`src/rtl/fifo_arb_pkg.sv`:
```
// fifo_arb_pkg: shared state type and width helpers for the write arbiter
package fifo_arb_pkg;
  typedef enum logic {IDLE, OWN} arb_state_t;
  function automatic int idx_w(input int n);
    return (n < 2) ? 1 : $clog2(n);
  endfunction
  function automatic int cnt_w(input int n);
    return $clog2(n + 1);
  endfunction
endpackage

```
`src/rtl/fifo_wr_arbiter_rr_pick.sv`:
```
// rr_pick: round-robin selector returning the first set req after ptr, wrapping through ptr last
module rr_pick
  import fifo_arb_pkg::*;
#(
  parameter int N = 4,
  parameter int PW = idx_w(N)
) (
  input  logic [N-1:0]  req,
  input  logic [PW-1:0] ptr,
  output logic          valid,
  output logic [PW-1:0] idx
);
  localparam logic [2*N-1:0] ONE = 1;
  logic [2*N-1:0] masked;
  assign masked = {req, req} & ~((ONE << (int'(ptr) + 1)) - ONE);
  // lowest surviving bit of the doubled vector is the next holder in rotation order
  always_comb begin
    valid = |masked;
    idx = '0;
    for (int i = 2 * N - 1; i >= 0; i--)
      if (masked[i]) idx = PW'(i % N);
  end
endmodule

```
`src/rtl/fifo_wr_arbiter.sv`:
```
// fifo_wr_arbiter: round-robin burst arbiter sharing one syn_fifo write port
module fifo_wr_arbiter
  import fifo_arb_pkg::*;
#(
  parameter int NUM_REQ = 4,
  parameter int DATA_W = 3,
  parameter int MAX_BURST = 4,
  localparam int IW = idx_w(NUM_REQ),
  localparam int BW = cnt_w(MAX_BURST)
) (
  input  logic                      clk,
  input  logic                      rst,
  input  logic [NUM_REQ-1:0]        req,
  input  logic [NUM_REQ*DATA_W-1:0] din,
  output logic [NUM_REQ-1:0]        gnt,
  output logic                      wr_en,
  output logic [DATA_W-1:0]         wdata,
  input  logic                      ful_fg,
  output logic [IW-1:0]             owner,
  output logic                      busy
);
  arb_state_t state, state_n;
  logic [IW-1:0] owner_n, last, last_n, pidx;
  logic [BW-1:0] bcnt, bcnt_n;
  logic pvalid, own_req, acc, leave;
  rr_pick #(.N(NUM_REQ), .PW(IW)) u_pick (
    .req(req),
    .ptr(state == OWN ? owner : last),
    .valid(pvalid),
    .idx(pidx)
  );
  // beat acceptance and burst exit, decided on the same edge the full flag is seen
  always_comb begin
    own_req = req[owner];
    acc = !rst && state == OWN && own_req && !ful_fg;
    leave = state == OWN && (!own_req || (acc && bcnt == BW'(MAX_BURST - 1)));
  end
  // one-hot grant to the owner and its data slice onto the FIFO write port
  always_comb begin
    gnt = '0;
    wdata = '0;
    for (int i = 0; i < NUM_REQ; i++)
      if (acc && owner == IW'(i)) begin
        gnt[i] = 1'b1;
        wdata = din[i*DATA_W +: DATA_W];
      end
  end
  assign wr_en = |gnt;
  assign busy = state == OWN;
  // next ownership: claim from idle, hand over on exit without a bubble, count beats
  always_comb begin
    state_n = state;
    owner_n = owner;
    last_n = last;
    bcnt_n = bcnt;
    if (state == IDLE) begin
      state_n = pvalid ? OWN : IDLE;
      owner_n = pvalid ? pidx : owner;
      bcnt_n = '0;
    end else if (leave) begin
      last_n = owner;
      bcnt_n = '0;
      state_n = pvalid ? OWN : IDLE;
      owner_n = pvalid ? pidx : owner;
    end else if (acc) begin
      bcnt_n = bcnt + BW'(1);
    end
  end
  // state register; last starts at the top index so producer 0 wins first
  always_ff @(posedge clk)
    if (rst) begin
      state <= IDLE;
      owner <= '0;
      last <= IW'(NUM_REQ - 1);
      bcnt <= '0;
    end else begin
      state <= state_n;
      owner <= owner_n;
      last <= last_n;
      bcnt <= bcnt_n;
    end
  // grants stay exclusive and never write into a full FIFO
  always_ff @(posedge clk)
    if (!rst) begin
      assert ($onehot0(gnt));
      assert (!(wr_en && ful_fg));
    end
endmodule

```
`config.mk`:
```
export PLATFORM = sky130hd
export DESIGN_NAME = fifo_wr_arbiter
export DESIGN_NICKNAME = d
export VERILOG_FILES = /design/src/rtl/fifo_arb_pkg.sv /design/src/rtl/fifo_wr_arbiter_rr_pick.sv /design/src/rtl/fifo_wr_arbiter.sv
export SDC_FILE = /design/constraint.sdc
export NUM_CORES = 1
export LEC_CHECK = 0
export CAP_MARGIN = 20
export CORE_UTILIZATION = 36
export DETAILED_ROUTE_END_ITERATION = 8
export PLACE_DENSITY = 0.71
export SKIP_LAST_GASP = 1
export SYNTH_ARGS = -nofsm -noshare
export SYNTH_HDL_FRONTEND = slang
export SYNTH_SLANG_ARGS = --single-unit
```
`constraint.sdc`:
```
create_clock -name clk -period 1.7 [get_ports clk]
set_input_delay 0.17 -clock clk [delete_from_list [all_inputs] [get_ports clk]]
set_output_delay 0.17 -clock clk [all_outputs]
set_load 0.01 [all_outputs]
```
==> flow_metrics.tcl, run 1 <==
set metrics [dict create \
    dp_hpwl_um 1470 \
    antenna_cells 0 \
    grt_util_all_layers 0.205 \
    synthFlopType "dfxtp_1" \
    fin_crit_sh 1.01 \
    fillers 153 \
    min_path_type "reg2reg" \
    syn_to_final_growth_pct 71.2 \
    postCtsHoldBufs 0 \
    grt_max_degree 12 \
    multi_input_area_um2 509 \
    path_cells "mux2_4, o2bb2ai_4, nand2_2, inv_2, and3_2, buf_2" \
    max_slew.worst_pin.slew_ps 227 \
    async_flop_share 0 \
    core_area_um2 1730 \
    synthMuxAreaShare 0.227 \
    critical_path_class "reg2out" \
    cp_top_family "flip-flops" \
    die_area_um2 2030 \
    cts_sinks 8 \
    synth_fa_ha_area_frac 0.0375 \
    yosys.area_share.simple 0.257 \
    regArea_um2 165 \
    design_area_um2 1140 \
    fin_util 0.662 \
    maxSlewViolCount 0 \
    power.density_nw_per_um2 612 \
    drv_cap 0 \
    root_buffer "clkbuf_4" \
    place_ws_ps -339 \
    synth_compound_area_frac 0.176 \
    cp_max_fo 3 \
    synth_edf_count 0 \
    num_vias 770 \
    place.gp.congestion 0.875 \
    first_iter_violations 12 \
    power_uw 700 \
    cts_buffers 3 \
    cp_slowest_cell "dfxtp_2" \
    wl_per_cell_um 13.4 \
    finalSetupViolations 1 \
    overflow 0 \
    whs_ps 484 \
    avgSynthCellArea_um2 8.79 \
    hold_viol 0 \
    grt_pass1_wl_um 3110 \
    synth_cells 76 \
    insertion_delay_ps 250 \
    netlist_area_um2 668 \
    clkTransAtPathRegs_ps 50 \
    required_ps 1530 \
    ant_nets 0 \
    initial_utilization 0.387 \
    layout_min_cycle_time_ps 1710 \
    drive_above_1_share 0.377 \
    synth_seq_cells 8 \
    max_stage_delay_ps 350 \
    h-tree-depth 1 \
    die_height_um 45.1 \
    endpoint_kind "output pin" \
    critPathLaunchType "flip-flop" \
    synth_top_family_by_area "simple AND/OR/NAND/NOR gates" \
    fmax_ghz 0.584 \
    antenna_found_initial 0 \
    synth.distinct_cells 31 \
    wirelength_um 1980 \
    maxSlewHeadroom 0.845 \
    skew_ps 1.14 \
    setup_ws_ps -12.2 \
    crit_arrival_ps 1540 \
    die_w_um 45.1 \
    grt_pass1_vias 715 \
    cts_buffer_depth 2 \
    via_per_inst 5.24 \
    tritoncts "done" \
    ir_drop_uv 449 \
    portBuffers 29 \
    place_area_um2 1090 \
    nNetsFinal 145 \
    drc_errors 0 \
    drt_first_pass_iters 4 \
    grt_setup_unrepaired "yes" \
    yosys.area_share.xor_xnor 0 \
    leakage_nw 0.505 \
    path_buf_inv 2 \
    ios 30 \
    yosys_warnings 0 \
    row_count 15 \
    seq_area_frac_synth 0.240 \
    syn_nets 97 \
    violations "negative setup slack" \
    status "finished, violations left" \
]
## per-layer routing
layer / vias to the layer above / routed length (um) / GRT usage
li1: 377 / - / -
met2: 29 / 1010 / 0.365
met5: - / 0 / 0
met1: 364 / 816 / 0.243
met3: 0 / 155 / 0.0520
met4: 0 / 0 / 0.0545
## area by class of cell
type	count	area share
inverter	4	0.0131
sequential	8	0.144
clock buffer	3	0.0197
multi-input combinational	60	0.445
timing repair buffer	47	0.350
tap	25	0.0274
## where the power goes
| part | internal (mW) | total, mW | switching, mW |
|---|---|---|---|
| Sequential | 0.206 | 0.227 | 0.0202 |
| Combinational | 0.199 | 0.333 | 0.134 |
| Clock | 0.0805 | 0.141 | 0.0604 |
| Total | 0.486 | 0.700 | 0.215 |
## timing repair
action / CTS / global route
setup endpoints to repair: 11 / 12
buffers inserted: 1 / 0
resized for setup: 41 / 11
pin swaps: 1 / 1
## Yosys cell counts, drive strengths merged, types with 2 or more instances
| cell | count | area [um2] |
|---|---|---|
| nor2 | 9 | 33.8 |
| dfxtp | 8 | 160 |
| a21oi | 7 | 35.0 |
| nor3 | 7 | 35.0 |
| and3 | 5 | 32.5 |
| inv | 4 | 15.0 |
| mux4 | 4 | 105 |
| buf | 3 | 23.8 |
| nand2 | 3 | 11.3 |
| a211o | 2 | 17.5 |
| a21boi | 2 | 15.0 |
| ha | 2 | 25.0 |
| mux2 | 2 | 26.3 |
| mux2i | 2 | 20.0 |
| nand2b | 2 | 12.5 |
| nor3b | 2 | 15.0 |
| o21ai | 2 | 10.0 |
## path summary, 6_finish.rpt
kind | start | cells past startpoint | slack (ps) | endpoint
setup / recovery | owner[1]$_SDFFE_PP0P_ | 6 | -10 | gnt[3]
hold / removal | bcnt[2]$_SDFFE_PP0P_ | 2 | 480 | bcnt[2]$_SDFFE_PP0P_
setup reg to reg | owner[1]$_SDFFE_PP0P_ | 6 | 70 | owner[0]$_SDFFE_PP0P_
hold reg to reg | bcnt[2]$_SDFFE_PP0P_ | 2 | 480 | bcnt[2]$_SDFFE_PP0P_
## worst reg2reg max path, delay by kind of cell, from the launching register on
family,cells,cell delay (ps)
AO/OA/AOI/OAI,3,660
buffers and inverters,2,260
flip-flops,1,330
multiplexers,1,280
## state kept, by name, indices dropped and copies added (netlist names)
register  flops
busy          1
last          2
owner         2
bcnt          3
## stage by stage
| step | instances | TNS, ps |
|---|---|---|
| floorplan | 76 | 0 |
| global placement | 143 | -2070 |
| detailed placement | 143 | -2410 |
| CTS | 147 | 0 |
| global route | 147 | -114 |
| finish | 147 | -12.2 |
## kinds of logic after synthesis
| kind of cell | count (synthesis) |
|---|---|
| and+or+nand+nor | 32 |
| AOI/OAI and AO/OA | 18 |
| buffers and inverters | 8 |
| muxes | 8 |
| DFF | 8 |
| adders and majority gates | 2 |
## placed cells by master (no fill, tap or decap), drive strengths merged
| cell type | netlist | layout |
|---|---|---|
| a211o | 2 | 2 |
| a21boi | 2 | 2 |
| a21oi | 7 | 7 |
| a311oi | 1 | 1 |
| a31oi | 1 | 1 |
| and3 | 5 | 5 |
| and3b | 1 | 1 |
| buf | 3 | 25 |
| clkbuf | 1 | 3 |
| clkdlybuf4s50 | 0 | 21 |
| dfxtp | 8 | 8 |
| dlygate4sd2 | 0 | 1 |
| ha | 2 | 2 |
| inv | 4 | 4 |
| mux2 | 2 | 2 |
| mux2i | 2 | 2 |
| mux4 | 4 | 4 |
| nand2 | 3 | 3 |
| nand2b | 2 | 2 |
| nor2 | 9 | 9 |
| nor2b | 1 | 1 |
| nor3 | 7 | 7 |
| nor3b | 2 | 2 |
| nor4 | 1 | 1 |
| o21ai | 2 | 2 |
| o21bai | 1 | 1 |
| o2bb2ai | 1 | 1 |
| o32ai | 1 | 1 |
| or3b | 1 | 1 |
Note: power is estimated with default switching activity, not from simulation.
==> run 2, diff against run 1 <==
--- a/config.mk
+++ b/config.mk
@@ -9,7 +9,6 @@
 export CORE_UTILIZATION = 36
 export DETAILED_ROUTE_END_ITERATION = 8
 export PLACE_DENSITY = 0.71
-export SKIP_LAST_GASP = 1
 export SYNTH_ARGS = -nofsm -noshare
 export SYNTH_HDL_FRONTEND = slang
 export SYNTH_SLANG_ARGS = --single-unit
==> flow_metrics.tcl, run 2 (same netlist as run 1, synthesis figures left out) <==
set metrics [dict create \
    status "finished clean" \
    place_ws_ps -339 \
    place.gp.congestion 0.875 \
    critPathLaunchType "flip-flop" \
    die_height_um 45.1 \
    nNetsFinal 145 \
    largest_reg_flops 3 \
    required_ps 1530 \
    finalSetupViolations 0 \
    row_count 15 \
    grt_pass1_vias 715 \
    tritoncts "done" \
    drc_errors 0 \
    first_iter_violations 12 \
    root_buffer "clkbuf_4" \
    insertion_delay_ps 250 \
    fin_crit_sh 0.993 \
    path_cells "mux2_4, o2bb2ai_4, nand2_2, inv_2, and3_1, buf_2" \
    postCtsHoldBufs 0 \
    antenna_cells 0 \
    grt_pass1_wl_um 3110 \
    crit_arrival_ps 1520 \
    h-tree-depth 1 \
    ir_drop_uv 449 \
    clkTransAtPathRegs_ps 50 \
    min_path_type "reg2reg" \
    layout_min_cycle_time_ps 1690 \
    dp_hpwl_um 1470 \
    portBuffers 29 \
    leakage_nw 0.504 \
    core_area_um2 1730 \
    wirelength_um 1980 \
    cp_slowest_cell "dfxtp_2" \
    antenna_found_initial 0 \
    grt_util_all_layers 0.205 \
    hold_viol 0 \
    wl_per_cell_um 13.5 \
    reg_top3 "bcnt: 3 flops, last: 2 flops, owner: 2 flops" \
    drive_above_1_share 0.377 \
    ant_nets 0 \
    cp_max_fo 3 \
    cts_buffer_depth 2 \
    cts_sinks 8 \
    cts_buffers 3 \
    die_area_um2 2030 \
    cp_top_family "flip-flops" \
    power_uw 701 \
    power.density_nw_per_um2 608 \
    whs_ps 484 \
    fmax_ghz 0.593 \
    via_per_inst 5.24 \
    max_stage_delay_ps 350 \
    grt_setup_unrepaired "yes" \
    die_w_um 45.1 \
    grt_max_degree 12 \
    skew_ps 1.14 \
    initial_utilization 0.387 \
    setup_tns_ps 0 \
    final_common_cell "clkdlybuf4s50_1" \
    syn_to_final_growth_pct 72.7 \
    drv_cap 0 \
    drt_first_pass_iters 4 \
    critical_path_class "reg2out" \
    overflow 0 \
    num_vias 770 \
    setup_ws_ps 12.4 \
    regMostFlops "bcnt" \
    final_cell_mix "21 x clkdlybuf4s50_1, 15 x buf_4, 9 x nor2_1" \
    maxSlewViolCount 0 \
    maxSlewHeadroom 0.845 \
    path_buf_inv 2 \
    endpoint_kind "output pin" \
    ios 30 \
    max_slew.worst_pin.slew_ps 227 \
]
==> run 2: cell counts in the layout (fill, tap and decap cells not counted) <==
No cell type changed its count.
==> run 2: metrics by stage <==
| stage | area (um2) | util | std cells |
|---|---|---|---|
| finish | 1150 | 0.668 | 147 |
| CTS | 1110 | 0.641 | 147 |
| global route | 1150 | 0.668 | 147 |
| global placement | 1090 | 0.631 | 143 |
| floorplan | 668 | - | 76 |
| detailed placement | 1090 | 0.631 | 143 |
==> run 2: timing repair <==
item / 4_1_cts / 5_1_grt
endpoints found under the setup margin: 11 / 12
gates resized for setup: 41 / 13
buffers inserted: 1 / 0
pin swaps: 1 / 1
==> run 2: per-layer routing <==
layer / wire, um / part of all wire / up-vias / track usage
met1: 817 / 0.41 / 364 / 0.243
met2: 1010 / 0.51 / 29 / 0.365
met5: 0 / 0 / - / 0
met4: 0 / 0 / 0 / 0.0545
li1: - / - / 377 / -
met3: 155 / 0.078 / 0 / 0.0520
==> run 2: final cells by class <==
type                       instances  area (um2)
clock buffer                       3        22.5
fill                             151         573
tap                               25        31.3
multi-input combinational         60         513
inverter                           4        15.0
sequential                         8         165
timing repair buffer              47         407
==> run 2: path summary, 6_finish.rpt <==
| kind | start | end | slack [ps] | cells past startpoint |
|---|---|---|---|---|
| hold reg to reg | bcnt[2]$_SDFFE_PP0P_ | bcnt[2]$_SDFFE_PP0P_ | 480 | 2 |
| setup / recovery | owner[1]$_SDFFE_PP0P_ | gnt[1] | 10 | 6 |
| hold / removal | bcnt[2]$_SDFFE_PP0P_ | bcnt[2]$_SDFFE_PP0P_ | 480 | 2 |
| setup reg to reg | owner[1]$_SDFFE_PP0P_ | owner[0]$_SDFFE_PP0P_ | 60 | 6 |
==> run 2: worst min-delay path: stages (launching register included) <==
cell	delay, ps
dfxtp_1	320
a21oi_1	60
nor2_1	70
==> run 2: where the power goes <==
part | switching (mW) | total (mW) | internal, mW
Sequential | 0.0202 | 0.227 | 0.206
Clock | 0.0604 | 0.141 | 0.0805
Combinational | 0.135 | 0.334 | 0.199
==> run 3, diff against run 2 <==
--- a/config.mk
+++ b/config.mk
@@ -5,7 +5,7 @@
 export SDC_FILE = /design/constraint.sdc
 export NUM_CORES = 1
 export LEC_CHECK = 0
-export CAP_MARGIN = 20
+export CAP_MARGIN = 10
 export CORE_UTILIZATION = 36
 export DETAILED_ROUTE_END_ITERATION = 8
 export PLACE_DENSITY = 0.71
==> constraint.sdc (replaced) <==
create_clock -name clk -period 1.37 [get_ports clk]
set_input_delay 0.137 -clock clk [delete_from_list [all_inputs] [get_ports clk]]
set_output_delay 0.137 -clock clk [all_outputs]
set_load 0.01 [all_outputs]
==> flow_metrics.tcl, run 3 (same netlist as run 1, synthesis figures left out) <==
set metrics [dict create \
    status "finished, violations left" \
    violations "negative setup slack" \
    hold_viol 0 \
    die_height_um 45.1 \
    drive_above_1_share 0.532 \
    grt_util_all_layers 0.227 \
    endpoint_kind "output pin" \
    first_iter_violations 5 \
    whs_ps 492 \
    grt_pass1_wl_um 3380 \
    initial_utilization 0.387 \
    ios 30 \
    holdPathStages 2 \
    setup_tns_ps -2500 \
    required_ps 1230 \
    max_slew.worst_pin.slew_ps 281 \
    critical_path_class "reg2out" \
    reg2reg_depth 5 \
    cts_buffers 3 \
    crit_arrival_ps 1500 \
    maxSlewViolCount 0 \
    finalSetupViolations 12 \
    insertion_delay_ps 250 \
    critPathLaunchType "flip-flop" \
    wirelength_um 2300 \
    ant_nets 0 \
    syn_to_final_growth_pct 95.9 \
    die_w_um 45.1 \
    postCtsHoldBufs 0 \
    r2r_slack_ps -180 \
    layout_min_cycle_time_ps 1640 \
    cp_max_fo 4 \
    h-tree-depth 1 \
    min_path_type "reg2reg" \
    rr_startpoint "busy$_SDFF_PP0_" \
    fillers 133 \
    leakage_nw 0.537 \
    core_area_um2 1730 \
    hp-start "bcnt[2]$_SDFFE_PP0P_" \
    drc_errors 0 \
    num_vias 814 \
    grt_max_degree 11 \
    hold_end "bcnt[2]$_SDFFE_PP0P_" \
    cts_sinks 8 \
    row_count 15 \
    via_per_inst 5.39 \
    grt_pass1_vias 803 \
    regMostFlops "bcnt" \
    reg_top3 "bcnt: 3 flops, last: 2 flops, owner: 2 flops" \
    grt_setup_unrepaired "yes" \
    antenna_found_initial 0 \
    nNetsFinal 149 \
    fmax_ghz 0.610 \
    overflow 0 \
    root_buffer "clkbuf_4" \
    maxSlewHeadroom 0.811 \
    clkTransAtPathRegs_ps 60 \
    wl_per_cell_um 15.2 \
    drv_cap 0 \
    antenna_cells 0 \
    cts_buffer_depth 2 \
    tritoncts "done" \
    final_cell_mix "18 x clkdlybuf4s50_1, 18 x buf_4, 9 x nor2_1" \
    fin_crit_sh 1.20 \
    r2r_end "owner[0]$_SDFFE_PP0P_" \
    power.density_nw_per_um2 713 \
    cp-startpoint "owner[1]$_SDFFE_PP0P_" \
    drt_first_pass_iters 4 \
    ir_drop_uv 753 \
    die_area_um2 2030 \
    place.gp.congestion 0.792 \
    dp_hpwl_um 1610 \
    setup_ws_ps -270 \
    skew_ps 5.01 \
    largest_reg_flops 3 \
    portBuffers 29 \
]
==> run 3: cell count changes in the layout (fill, tap and decap cells not counted), sizes merged <==
cell           before  now
buf                25   30
clkdlybuf4s15       0    1
clkdlybuf4s50      21   18
dlygate4sd2         1    2
==> run 3: how the worst max path moves through the flow <==
stage | endpoint | slack (ps)
after CTS | gnt[1] | -240
after detailed placement | gnt[3] | -570
after global placement | gnt[3] | -540
after floorplan | owner[1]$_SDFFE_PP0P_ | -50
final | gnt[1] | -270
after global routing | gnt[1] | -330
==> run 3: critical path, stage by stage (launching register included) <==
cell and delay [ps]:
dfxtp_4 370, mux2_4 320, o2bb2ai_4 150, nand2_2 100, inv_2 50, and3_4 140
buf_6 110
==> run 3: timing repair <==
| action | CTS | global route |
|---|---|---|
| gates resized for setup | 57 | 11 |
| endpoints found under the setup margin | 15 | 15 |
| buffers inserted | 4 | 1 |
| pin swaps | 5 | 3 |
==> run 3: cell type report <==
cell class,count,area [um2],share of cell area
inverters,4,15.0,0.0115
clock buffers,3,22.5,0.0172
repair buffers,51,468,0.358
flip-flops and latches,8,171,0.131
multi-input cells,60,601,0.459
well taps,25,31.3,0.0239
==> run 3: stage by stage <==
step	setup slack (ps)	std cells	instance area (um2)	utilization	power [mW]
final	-270	151	1310	0.758	0.933
after detailed placement	-574	145	1180	0.681	0.669
after global placement	-544	145	1180	0.681	0.660
after global routing	-326	151	1310	0.758	0.983
after CTS	-245	151	1240	0.720	0.892
after floorplan	-49.7	76	743	-	0.491
==> run 3: where the power goes <==
group | internal, mW | switching (mW) | total [mW]
sequential | 0.257 | 0.0284 | 0.285
clock | 0.0999 | 0.0749 | 0.175
combinational | 0.279 | 0.193 | 0.473
total | 0.636 | 0.296 | 0.933
==> run 3: layer usage <==
| layer | share of wire | up-vias | track usage |
|---|---|---|---|
| li1 | - | 390 | - |
| met1 | 0.42 | 398 | 0.257 |
| met2 | 0.52 | 26 | 0.426 |
| met3 | 0.056 | 0 | 0.0480 |
| met4 | 0 | 0 | 0.0545 |
| met5 | 0 | - | 0 |
